==> src/rtl/instruction_fetch_pkg.sv <==
// rtl/instruction_fetch_pkg.sv - shared types and constants for the instruction fetch stage
package instruction_fetch_pkg;

  typedef enum logic [2:0] {
    ST_IDLE  = 3'd0,
    ST_ISSUE = 3'd1,
    ST_WAIT  = 3'd2,
    ST_DONE  = 3'd3,
    ST_FAULT = 3'd4
  } fetch_state_e;

  localparam logic [5:0]  OP_LD_WORD       = 6'b000000;
  localparam logic [31:0] DEFAULT_RESET_PC = 32'h0000_0000;

  // Branch targets are byte addresses; instructions are word aligned.
  function automatic logic [31:0] word_align(input logic [31:0] addr);
    return addr & 32'hFFFF_FFFC;
  endfunction

endpackage

==> src/rtl/instruction_fetch_if.sv <==
// rtl/instruction_fetch_if.sv - RAM access bus between the fetch stage and ram512x8
interface instruction_fetch_if #(
  parameter int ADDR_WIDTH = 9
);
  logic                  RAM_enable;
  logic [5:0]            RAM_OpCode;
  logic [ADDR_WIDTH-1:0] RAM_Addr;
  logic                  MFC;
  logic [31:0]           RAM_Out;

  modport master (
    output RAM_enable,
    output RAM_OpCode,
    output RAM_Addr,
    input  MFC,
    input  RAM_Out
  );

  modport slave (
    input  RAM_enable,
    input  RAM_OpCode,
    input  RAM_Addr,
    output MFC,
    output RAM_Out
  );
endinterface

==> src/rtl/instruction_fetch_mfc_watchdog.sv <==
// rtl/instruction_fetch_mfc_watchdog.sv - MFC timeout counter, built only with FETCH_TIMEOUT_EN
`ifdef FETCH_TIMEOUT_EN
module instruction_fetch_mfc_watchdog #(
  parameter int TIMEOUT_CYCLES = 15
) (
  input  logic clk_i,
  input  logic clr_i,
  input  logic in_wait_i,
  input  logic mfc_i,
  output logic expire_o
);
  localparam int CW = $clog2(TIMEOUT_CYCLES + 1);

  logic [CW-1:0] cnt_q, cnt_d;

  // Count consecutive WAIT cycles that end without MFC; any other cycle restarts.
  always_comb begin
    cnt_d = '0;
    if (in_wait_i && !mfc_i) begin
      cnt_d = cnt_q + CW'(1);
    end
  end

  // Counter register with synchronous active-low clear.
  always_ff @(posedge clk_i) begin
    if (!clr_i) begin
      cnt_q <= '0;
    end else begin
      cnt_q <= cnt_d;
    end
  end

  // The last allowed WAIT cycle is the one where the count already holds TIMEOUT-1.
  assign expire_o = in_wait_i && !mfc_i && (cnt_q == CW'(TIMEOUT_CYCLES - 1));
endmodule
`endif

==> src/rtl/instruction_fetch.sv <==
// rtl/instruction_fetch.sv - SPARC PC/NPC fetch stage with delayed-branch redirect (optional FETCH_TIMEOUT_EN)
module instruction_fetch
  import instruction_fetch_pkg::*;
#(
  parameter logic [31:0] RESET_PC       = DEFAULT_RESET_PC,
  parameter int          ADDR_WIDTH     = 9,
  parameter int          TIMEOUT_CYCLES = 15
) (
  input  logic                Clk,
  input  logic                Clr,
  input  logic                fetch_req,
  input  logic                redirect,
  input  logic [31:0]         redirect_target,
  instruction_fetch_if.master ram,
  output logic [31:0]         IR_In,
  output logic                IR_Enable,
  output logic                ir_valid,
  output logic                busy,
  output logic [31:0]         pc_out,
  output logic [31:0]         npc_out,
  output logic                fetch_fault
);

  fetch_state_e state_q, state_d;
  logic [31:0]  pc_q, pc_d;
  logic [31:0]  npc_q, npc_d;
  logic [31:0]  ir_q, ir_d;
  logic         pend_q, pend_d;
  logic [31:0]  pend_tgt_q, pend_tgt_d;
  logic         timeout_hit;

`ifdef FETCH_TIMEOUT_EN
  instruction_fetch_mfc_watchdog #(
    .TIMEOUT_CYCLES(TIMEOUT_CYCLES)
  ) u_watchdog (
    .clk_i    (Clk),
    .clr_i    (Clr),
    .in_wait_i(state_q == ST_WAIT),
    .mfc_i    (ram.MFC),
    .expire_o (timeout_hit)
  );
  assign fetch_fault = (state_q == ST_FAULT);
`else
  logic unused_timeout_cfg;
  assign unused_timeout_cfg = ^TIMEOUT_CYCLES;
  assign timeout_hit        = 1'b0;
  assign fetch_fault        = 1'b0;
`endif

  // State register.
  always_ff @(posedge Clk) begin
    if (!Clr) begin
      state_q <= ST_IDLE;
    end else begin
      state_q <= state_d;
    end
  end

  // Next-state: MFC is only honoured in WAIT, fetch_req only in IDLE and DONE.
  always_comb begin
    state_d = state_q;
    case (state_q)
      ST_IDLE:  if (fetch_req) state_d = ST_ISSUE;
      ST_ISSUE: state_d = ST_WAIT;
      ST_WAIT: begin
        if (ram.MFC) begin
          state_d = ST_DONE;
        end else if (timeout_hit) begin
          state_d = ST_FAULT;
        end
      end
      ST_DONE:  state_d = fetch_req ? ST_ISSUE : ST_IDLE;
      ST_FAULT: state_d = ST_FAULT;
      default:  state_d = ST_IDLE;
    endcase
  end

  // PC/NPC, IR and pending-redirect updates; a live redirect in DONE beats a pending one.
  always_comb begin
    pc_d       = pc_q;
    npc_d      = npc_q;
    ir_d       = ir_q;
    pend_d     = pend_q;
    pend_tgt_d = pend_tgt_q;
    case (state_q)
      ST_WAIT: if (ram.MFC) ir_d = ram.RAM_Out;
      ST_DONE: begin
        pc_d   = npc_q;
        pend_d = 1'b0;
        if (redirect) begin
          npc_d = word_align(redirect_target);
        end else if (pend_q) begin
          npc_d = pend_tgt_q;
        end else begin
          npc_d = npc_q + 32'd4;
        end
      end
      default: ;
    endcase
    if (redirect && (state_q != ST_DONE)) begin
      pend_d     = 1'b1;
      pend_tgt_d = word_align(redirect_target);
    end
  end

  // Datapath registers.
  always_ff @(posedge Clk) begin
    if (!Clr) begin
      pc_q       <= RESET_PC;
      npc_q      <= RESET_PC + 32'd4;
      ir_q       <= 32'h0;
      pend_q     <= 1'b0;
      pend_tgt_q <= 32'h0;
    end else begin
      pc_q       <= pc_d;
      npc_q      <= npc_d;
      ir_q       <= ir_d;
      pend_q     <= pend_d;
      pend_tgt_q <= pend_tgt_d;
    end
  end

  // Strobes decoded purely from the current state.
  always_comb begin
    ram.RAM_enable = 1'b0;
    IR_Enable      = 1'b0;
    ir_valid       = 1'b0;
    busy           = (state_q != ST_IDLE);
    case (state_q)
      ST_ISSUE, ST_WAIT: ram.RAM_enable = 1'b1;
      ST_DONE: begin
        IR_Enable = 1'b1;
        ir_valid  = 1'b1;
      end
      default: ;
    endcase
  end

  assign ram.RAM_OpCode = OP_LD_WORD;
  assign ram.RAM_Addr   = pc_q[ADDR_WIDTH-1:0];
  assign IR_In          = ir_q;
  assign pc_out         = pc_q;
  assign npc_out        = npc_q;

endmodule

==> src/flat_wrapper.sv <==
// flat-port wrapper written by rule: the top's interface ports become plain ports
module instruction_fetch_flat import instruction_fetch_pkg::*;
#(
  parameter logic [31:0] RESET_PC       = DEFAULT_RESET_PC,
  parameter int          ADDR_WIDTH     = 9,
  parameter int          TIMEOUT_CYCLES = 15
)
  (Clk, Clr, fetch_req, redirect, redirect_target, IR_In, IR_Enable, ir_valid, busy, pc_out, npc_out, fetch_fault, ram_RAM_enable, ram_RAM_OpCode, ram_RAM_Addr, ram_MFC, ram_RAM_Out);
  instruction_fetch_if #(.ADDR_WIDTH(ADDR_WIDTH)) ram_i ();
  input  logic Clk;
  input  logic Clr;
  input  logic fetch_req;
  input  logic redirect;
  input  logic [31:0] redirect_target;
  output logic [31:0] IR_In;
  output logic IR_Enable;
  output logic ir_valid;
  output logic busy;
  output logic [31:0] pc_out;
  output logic [31:0] npc_out;
  output logic fetch_fault;
  output wire logic [$bits(ram_i.RAM_enable)-1:0] ram_RAM_enable;
  output wire logic [$bits(ram_i.RAM_OpCode)-1:0] ram_RAM_OpCode;
  output wire logic [$bits(ram_i.RAM_Addr)-1:0] ram_RAM_Addr;
  input wire logic [$bits(ram_i.MFC)-1:0] ram_MFC;
  input wire logic [$bits(ram_i.RAM_Out)-1:0] ram_RAM_Out;
  assign ram_RAM_enable = ram_i.RAM_enable;
  assign ram_RAM_OpCode = ram_i.RAM_OpCode;
  assign ram_RAM_Addr = ram_i.RAM_Addr;
  assign ram_i.MFC = ram_MFC;
  assign ram_i.RAM_Out = ram_RAM_Out;
  instruction_fetch #(.RESET_PC(RESET_PC), .ADDR_WIDTH(ADDR_WIDTH), .TIMEOUT_CYCLES(TIMEOUT_CYCLES)) u_core (.Clk(Clk), .Clr(Clr), .fetch_req(fetch_req), .redirect(redirect), .redirect_target(redirect_target), .ram(ram_i), .IR_In(IR_In), .IR_Enable(IR_Enable), .ir_valid(ir_valid), .busy(busy), .pc_out(pc_out), .npc_out(npc_out), .fetch_fault(fetch_fault));
endmodule
==> config.mk <==
export PLATFORM = sky130hd
export DESIGN_NAME = instruction_fetch_flat
export DESIGN_NICKNAME = d
export VERILOG_FILES = /design/src/rtl/instruction_fetch_pkg.sv /design/src/rtl/instruction_fetch_if.sv /design/src/rtl/instruction_fetch_mfc_watchdog.sv /design/src/rtl/instruction_fetch.sv /design/src/flat_wrapper.sv
export SDC_FILE = /design/constraint.sdc
export NUM_CORES = 1
export LEC_CHECK = 0
export ABC_CLOCK_PERIOD_IN_PS = 2500
export CORE_MARGIN = 3
export CORE_UTILIZATION = 25
export DETAILED_ROUTE_END_ITERATION = 12
export DONT_BUFFER_PORTS = 1
export PLACE_DENSITY = 0.36
export SLEW_MARGIN = 20
export SYNTH_ARGS = -nofsm -noshare
export SYNTH_HDL_FRONTEND = slang
export SYNTH_SLANG_ARGS = --single-unit
==> constraint.sdc <==
create_clock -name Clk -period 2.5 [get_ports Clk]
set_input_delay 0.25 -clock Clk [delete_from_list [all_inputs] [get_ports Clk]]
set_output_delay 0.25 -clock Clk [all_outputs]
set_load 0.1 [all_outputs]
==> impl_metrics.yaml, run 1 <==
status:
  status: "complete, no violations"
worst_hold_path:
  min_path_type: "in2reg"
  holdCritStartpoint: "Clr"
placement:
  port_buffers: 0
  finalWeightedCongestion: 0.779
  hpwl_um: 13300
worst_setup_path:
  cp_num_cells: 4
  cp_num_buf_inv: 3
  crit_fanout: 45
  start_kind: "register"
  r2r-end: "u_core.npc_out[26]"
  end_kind: "primary output"
  crit_family: "buffers and inverters"
  endpoint: "ir_valid"
  crit_start: "u_core.state_q[0]"
  crit_required_ps: 2250
  reg2reg_setup_slack_ps: 360
  path_cells: "nand3b_1, inv_4, buf_6, buf_12"
  crit_type: "reg2out"
  slowest_delay_ps: 460
  cp.arrival_ps: 2060
  slowest_stage: "dfxtp_1"
  reg2reg_depth: 6
  rr_startpoint: "u_core.npc_out[2]"
synth:
  yosysTopAreaCell: "dfxtp_1"
  synthesis.area_um2: 5970
  syn_inst: 770
  synth_area_leaders: "dfxtp_1 42%, nand2_1 14%, a21boi_0 12%"
  ys_seq_area_share_pct: 42.3
  ys_warn_count: 0
  synth_ff_type: "dfxtp_1"
  async_flop_share_pct: 0
  ys_ff_latch: 126
  synth-edff-count: 0
  synth.top_cell.area_share_pct: 42.3
  synth.distinct_cells: 53
  avgSynthCellArea_um2: 7.75
pwr:
  power_frac_seq_pct: 39.0
  intPower_mw: 3.80
  combPwrFrac_pct: 18.0
  p_sw_share_pct: 30.5
  clkPwrFrac_pct: 43.0
  switchingPower_mw: 1.67
  pwr_density_cell_nw_per_um2: 675
  peakVddDrop_v: 0.000378
  p_leak_nw: 3.15
die:
  die_x_um: 160
  die_h_um: 160
  initial_core_util_pct: 25.9
  core-area_um2: 23100
  ioPinCount: 185
  std_cell_rows: 55
  die_area_um2: 25800
timing:
  period_share_pct: 92.3
  max-slew-margin-rel_pct: 59.4
  worstMarginPinSlew_ps: 609
  rsz0062_at_grt: "false"
  hold_viol: 0
  finalSetupViolCount: 0
  max_freq_ghz: 0.433
  period_minus_slack_ps: 2310
  clock_skew_ps: 7.71
  slew_violations: 0
  tns_ps: 0
global_routing:
  first_global_vias: 5692
  grt_first_pass_wirelength_um: 31900
  grt_util_met1_pct: 20.5
  met2_usage_pct: 24.7
  busiest_layer: "met2"
  antenna_found_initial: 0
  grt_max_degree: 120
  globalRouteMet3Util_pct: 4.28
  grt.total_usage_pct: 15.6
  overflow: 0
detailed_routing:
  ant_nets: 0
  routedWlPerCell_um: 16.6
  via_per_inst: 4.68
  wl_um: 20100
  drtIter0Drc: 298
  drt_pass1_iterations: 5
  post-route-drc-count: 0
  vias: 5691
clock_network:
  cts_tree: "built"
  cts_made_buffers: 17
  clockBufferDepth: 2
  clk_pin_slew_ps: 60
  root_buffer: "clkbuf_16"
  insertion_delay_ps: 410
  htreeDepth: 4
  numClockSinks: 126
cells_and_area:
  drive_gt1_share_pct: 17.8
  final_core_utilization_pct: 35.1
  finalNetCount: 962
  fillers: 2392
  antenna_cells: 0
  area_growth_pct: 35.8
job:
  drv_cap: 0
==> metal layers <==
layer  vias to the layer above  routed length (µm)  share of wire, %
met5                         -                   0                 0
met3                        20                1130               5.6
met2                       155                9070                45
li1                       2846                   -                 -
met4                         0                 380               1.9
met1                      2670                9560                47
==> worst min-delay path by stage <==
| stage | endpoint | slack [ps] | cells past startpoint |
|---|---|---|---|
| final | u_core.npc_out[14] | 30 | 2 |
| after global routing | u_core.npc_out[15] | 10 | 2 |
| after CTS | u_core.npc_out[15] | 3 | 2 |
| after detailed placement | u_core.npc_out[2] | 370 | 1 |
| after global placement | u_core.npc_out[2] | 370 | 1 |
| after floorplan | u_core.IR_In[0] | 390 | 2 |
==> repair_timing <==
item | CTS | global route
endpoints found under the hold margin | 121 | 0
setup endpoints to repair | 0 | 2
buffers inserted | 0 | 0
gates resized for setup | 0 | 1
hold buffers | 64 | 0
==> through the flow <==
step	hold slack [ps]	setup slack, ps	instance area, µm²	std cells	power (mW)
after global routing	9.68	90.7	8100	1216	5.69
after global placement	372	385	6890	1122	3.03
after detailed placement	372	377	6890	1122	3.05
after floorplan	395	-54.2	6020	782	2.92
final	28.9	192	8100	1216	5.47
after CTS	3.13	58.1	8100	1216	5.55
==> sequential cells by signal, summed over array words and instances, names as in the netlist <==
| signal | cells |
|---|---|
| u_core.pend_q | 1 |
| u_core.state_q | 3 |
| u_core.npc_out | 30 |
| u_core.IR_In | 32 |
| u_core.pend_tgt_q | 30 |
| u_core.pc_out | 30 |
==> logic make-up (layout without fill, tap and decap cells) <==
kind of cell	count (synthesis)	in the layout	share of synthesized area [%]
other	1	13	0.0629
AO/OA/AOI/OAI	220	220	24.5
adder cells (fa/ha/maj)	1	1	0.210
multiplexers	7	7	1.17
XOR/XNOR	10	10	1.47
buffers and inverters	95	216	7.36
flip-flops	126	126	42.3
AND/OR/NAND/NOR	310	310	23.0
==> Yosys cell counts (2+ instances only) <==
library cell	count
xor2_1	8
buf_4	21
clkbuf_1	54
a31oi_1	4
a41oi_1	3
nand3b_1	3
and2_1	3
nand4_1	9
nor3b_1	5
nand3_1	13
nor3_1	7
nor2b_1	3
a21boi_0	93
dfxtp_1	126
buf_1	4
nand2_1	219
nor2_1	15
or3_1	4
inv_1	12
a21o_1	2
a21oi_1	46
o211ai_1	7
xnor2_1	2
nor4_1	2
o31a_1	2
o22ai_1	2
buf_2	3
or2_2	2
mux2i_1	7
or4_1	2
and3_1	14
and4_1	3
a221oi_1	4
nand2b_1	2
o21ai_0	38
a211oi_1	5
o21a_1	5
==> cell usage in the layout (no fill, tap or decap), types with 13 or more instances in the layout <==
cell	count
and3_1	14
a21oi_1	46
nand2_1	219
a21boi_0	93
conb_1	13
buf_4	106
dlygate4sd3_1	63
dfxtp_2	14
nor2_1	13
nand3_1	13
clkbuf_16	17
dfxtp_1	112
o21ai_0	38
==> cell type report <==
cell class	count	area [µm²]	area share [%]
sequential	126	2540	31.4
inverter	13	51.3	0.633
multi-input combinational	561	3060	37.8
tap	313	392	4.83
clock buffer	24	492	6.07
clock inverter	6	60.1	0.741
timing repair buffer	173	1510	18.6
==> power by group through the flow <==
stage          sequential (mW)  combinational (mW)  clock, mW
6_report                  2.13               0.984       2.35
4_1_cts                   2.13               0.989       2.43
5_1_grt                   2.14                1.05       2.50
3_5_place_dp              2.18               0.870          0
2_1_floorplan             2.46               0.458          0
3_3_place_gp              2.17               0.861          0
Power figures use the tool's default switching activity.
==> run 2: changes to the inputs <==
--- a/config.mk
+++ b/config.mk
@@ -11,7 +11,6 @@
 export DETAILED_ROUTE_END_ITERATION = 12
 export DONT_BUFFER_PORTS = 1
 export PLACE_DENSITY = 0.36
-export SLEW_MARGIN = 20
 export SYNTH_ARGS = -nofsm -noshare
 export SYNTH_HDL_FRONTEND = slang
 export SYNTH_SLANG_ARGS = --single-unit
==> impl_metrics.yaml, run 2 (same netlist as run 1, synthesis figures left out) <==
worst_setup_path:
  crit_required_ps: 2250
  reg2reg_setup_slack_ps: 360
  start_kind: "register"
  end_kind: "primary output"
  crit_type: "reg2out"
  crit_fanout: 45
  cp.arrival_ps: 2050
  r2r-end: "u_core.npc_out[26]"
  reg2reg_depth: 6
  rr_startpoint: "u_core.npc_out[2]"
detailed_routing:
  vias: 5695
  drt_pass1_iterations: 5
  ant_nets: 0
  routedWlPerCell_um: 16.5
  wl_um: 20100
  drtIter0Drc: 300
  post-route-drc-count: 0
  via_per_inst: 4.68
timing:
  slew_violations: 0
  rsz0062_at_grt: "false"
  hold_viol: 0
  max_freq_ghz: 0.435
  clock_skew_ps: 7.21
  max-slew-margin-rel_pct: 24.7
  worstMarginPinSlew_ps: 1130
  period_share_pct: 92.0
  finalSetupViolCount: 0
  period_minus_slack_ps: 2300
pwr:
  p_leak_nw: 3.15
  peakVddDrop_v: 0.000380
  pwr_density_cell_nw_per_um2: 675
worst_hold_path:
  min_path_cells: 3
  min_path_type: "in2reg"
  holdCritStartpoint: "redirect"
  whs_endpoint: "u_core.npc_out[7]"
global_routing:
  globalRouteMet3Util_pct: 4.28
  antenna_found_initial: 0
  grt_util_met1_pct: 20.5
  grt_first_pass_wirelength_um: 31900
  busiest_layer: "met2"
  overflow: 0
  grt_max_degree: 120
  first_global_vias: 5692
  met2_usage_pct: 24.7
  grt.total_usage_pct: 15.6
die:
  die_h_um: 160
  die_area_um2: 25800
  initial_core_util_pct: 25.9
  core-area_um2: 23100
  die_x_um: 160
  std_cell_rows: 55
  ioPinCount: 185
placement:
  hpwl_um: 13300
  placedCellCount: 1122
  finalWeightedCongestion: 0.779
  port_buffers: 0
cells_and_area:
  largest_reg_flops: 32
  finalNetCount: 962
  fillers: 2392
  antenna_cells: 0
  final_core_utilization_pct: 35.1
  instances_no_fill: 1216
  final_common_cell: "nand2_1"
  drive_gt1_share_pct: 17.7
  area_growth_pct: 35.8
  layout_common_cells: "219 x nand2_1, 112 x dfxtp_1, 106 x buf_4"
clock_network:
  clockBufferDepth: 2
  insertion_delay_ps: 410
  root_buffer: "clkbuf_16"
  htreeDepth: 4
  numClockSinks: 126
  clk_pin_slew_ps: 60
  cts_tree: "built"
  cts_made_buffers: 17
status:
  status: "complete, no violations"
job:
  drv_cap: 0
-- run 2: cell types whose count changed in the layout (fill, tap and decap cells not counted) --
cell | previous run | this run
or3_1 | 3 | 4
or3_2 | 2 | 1
-- run 2: worst max-delay path, stage by stage (launching register included) --
cell and delay (ps):
dfxtp_1 460, nand3b_1 320, inv_4 160, buf_6 340, buf_12 300
-- run 2: how the worst max path moves through the flow --
stage	start	endpoint	slack [ps]	cells after the start
after floorplan	u_core.npc_out[7]	u_core.npc_out[26]	-50	5
after global placement	u_core.npc_out[2]	u_core.npc_out[26]	390	6
after detailed placement	u_core.npc_out[2]	u_core.npc_out[26]	380	6
after CTS	u_core.state_q[0]	IR_Enable	60	4
after global routing	u_core.state_q[0]	ir_valid	80	4
final	u_core.state_q[0]	ir_valid	200	4
-- run 2: power by group --
group | internal (mW) | leakage [nW] | switching, mW
sequential | 2.08 | 1.03 | 0.0491
clock | 1.46 | 0.268 | 0.891
combinational | 0.259 | 1.85 | 0.725
total | 3.80 | 3.15 | 1.66
-- run 2: metal layers --
metal	routed length (µm)	share of wire, %
met3	1220	6.1
met2	9040	45
met5	0	0
met4	414	2.1
met1	9430	47
-- run 2: repair_timing --
item	4_1_cts	5_1_grt
buffers inserted	0	0
hold buffers	64	0
hold endpoints to repair	121	0
gates resized for setup	0	1
setup endpoints to repair	0	2
-- run 2: stage by stage --
step | power (mW) | setup WS [ps] | TNS [ps] | hold slack, ps | instance area (µm²)
2_1_floorplan | 2.92 | -54.2 | -54.2 | 395 | 6020
3_3_place_gp | 3.03 | 385 | 0 | 372 | 6890
3_5_place_dp | 3.05 | 377 | 0 | 372 | 6890
4_1_cts | 5.55 | 58.1 | 0 | 3.13 | 8100
5_1_grt | 5.69 | 80.1 | 0 | 9.68 | 8100
6_report | 5.46 | 199 | 0 | 36.8 | 8100
-- run 2: layout make-up --
class | count | area [µm²] | share of cell area [%]
inverter | 13 | 51.3 | 0.633
clock buffer | 24 | 492 | 6.07
tap | 313 | 392 | 4.84
clock inverter | 6 | 60.1 | 0.742
sequential | 126 | 2540 | 31.4
timing repair buffer | 173 | 1510 | 18.6
multi-input combinational | 561 | 3060 | 37.8
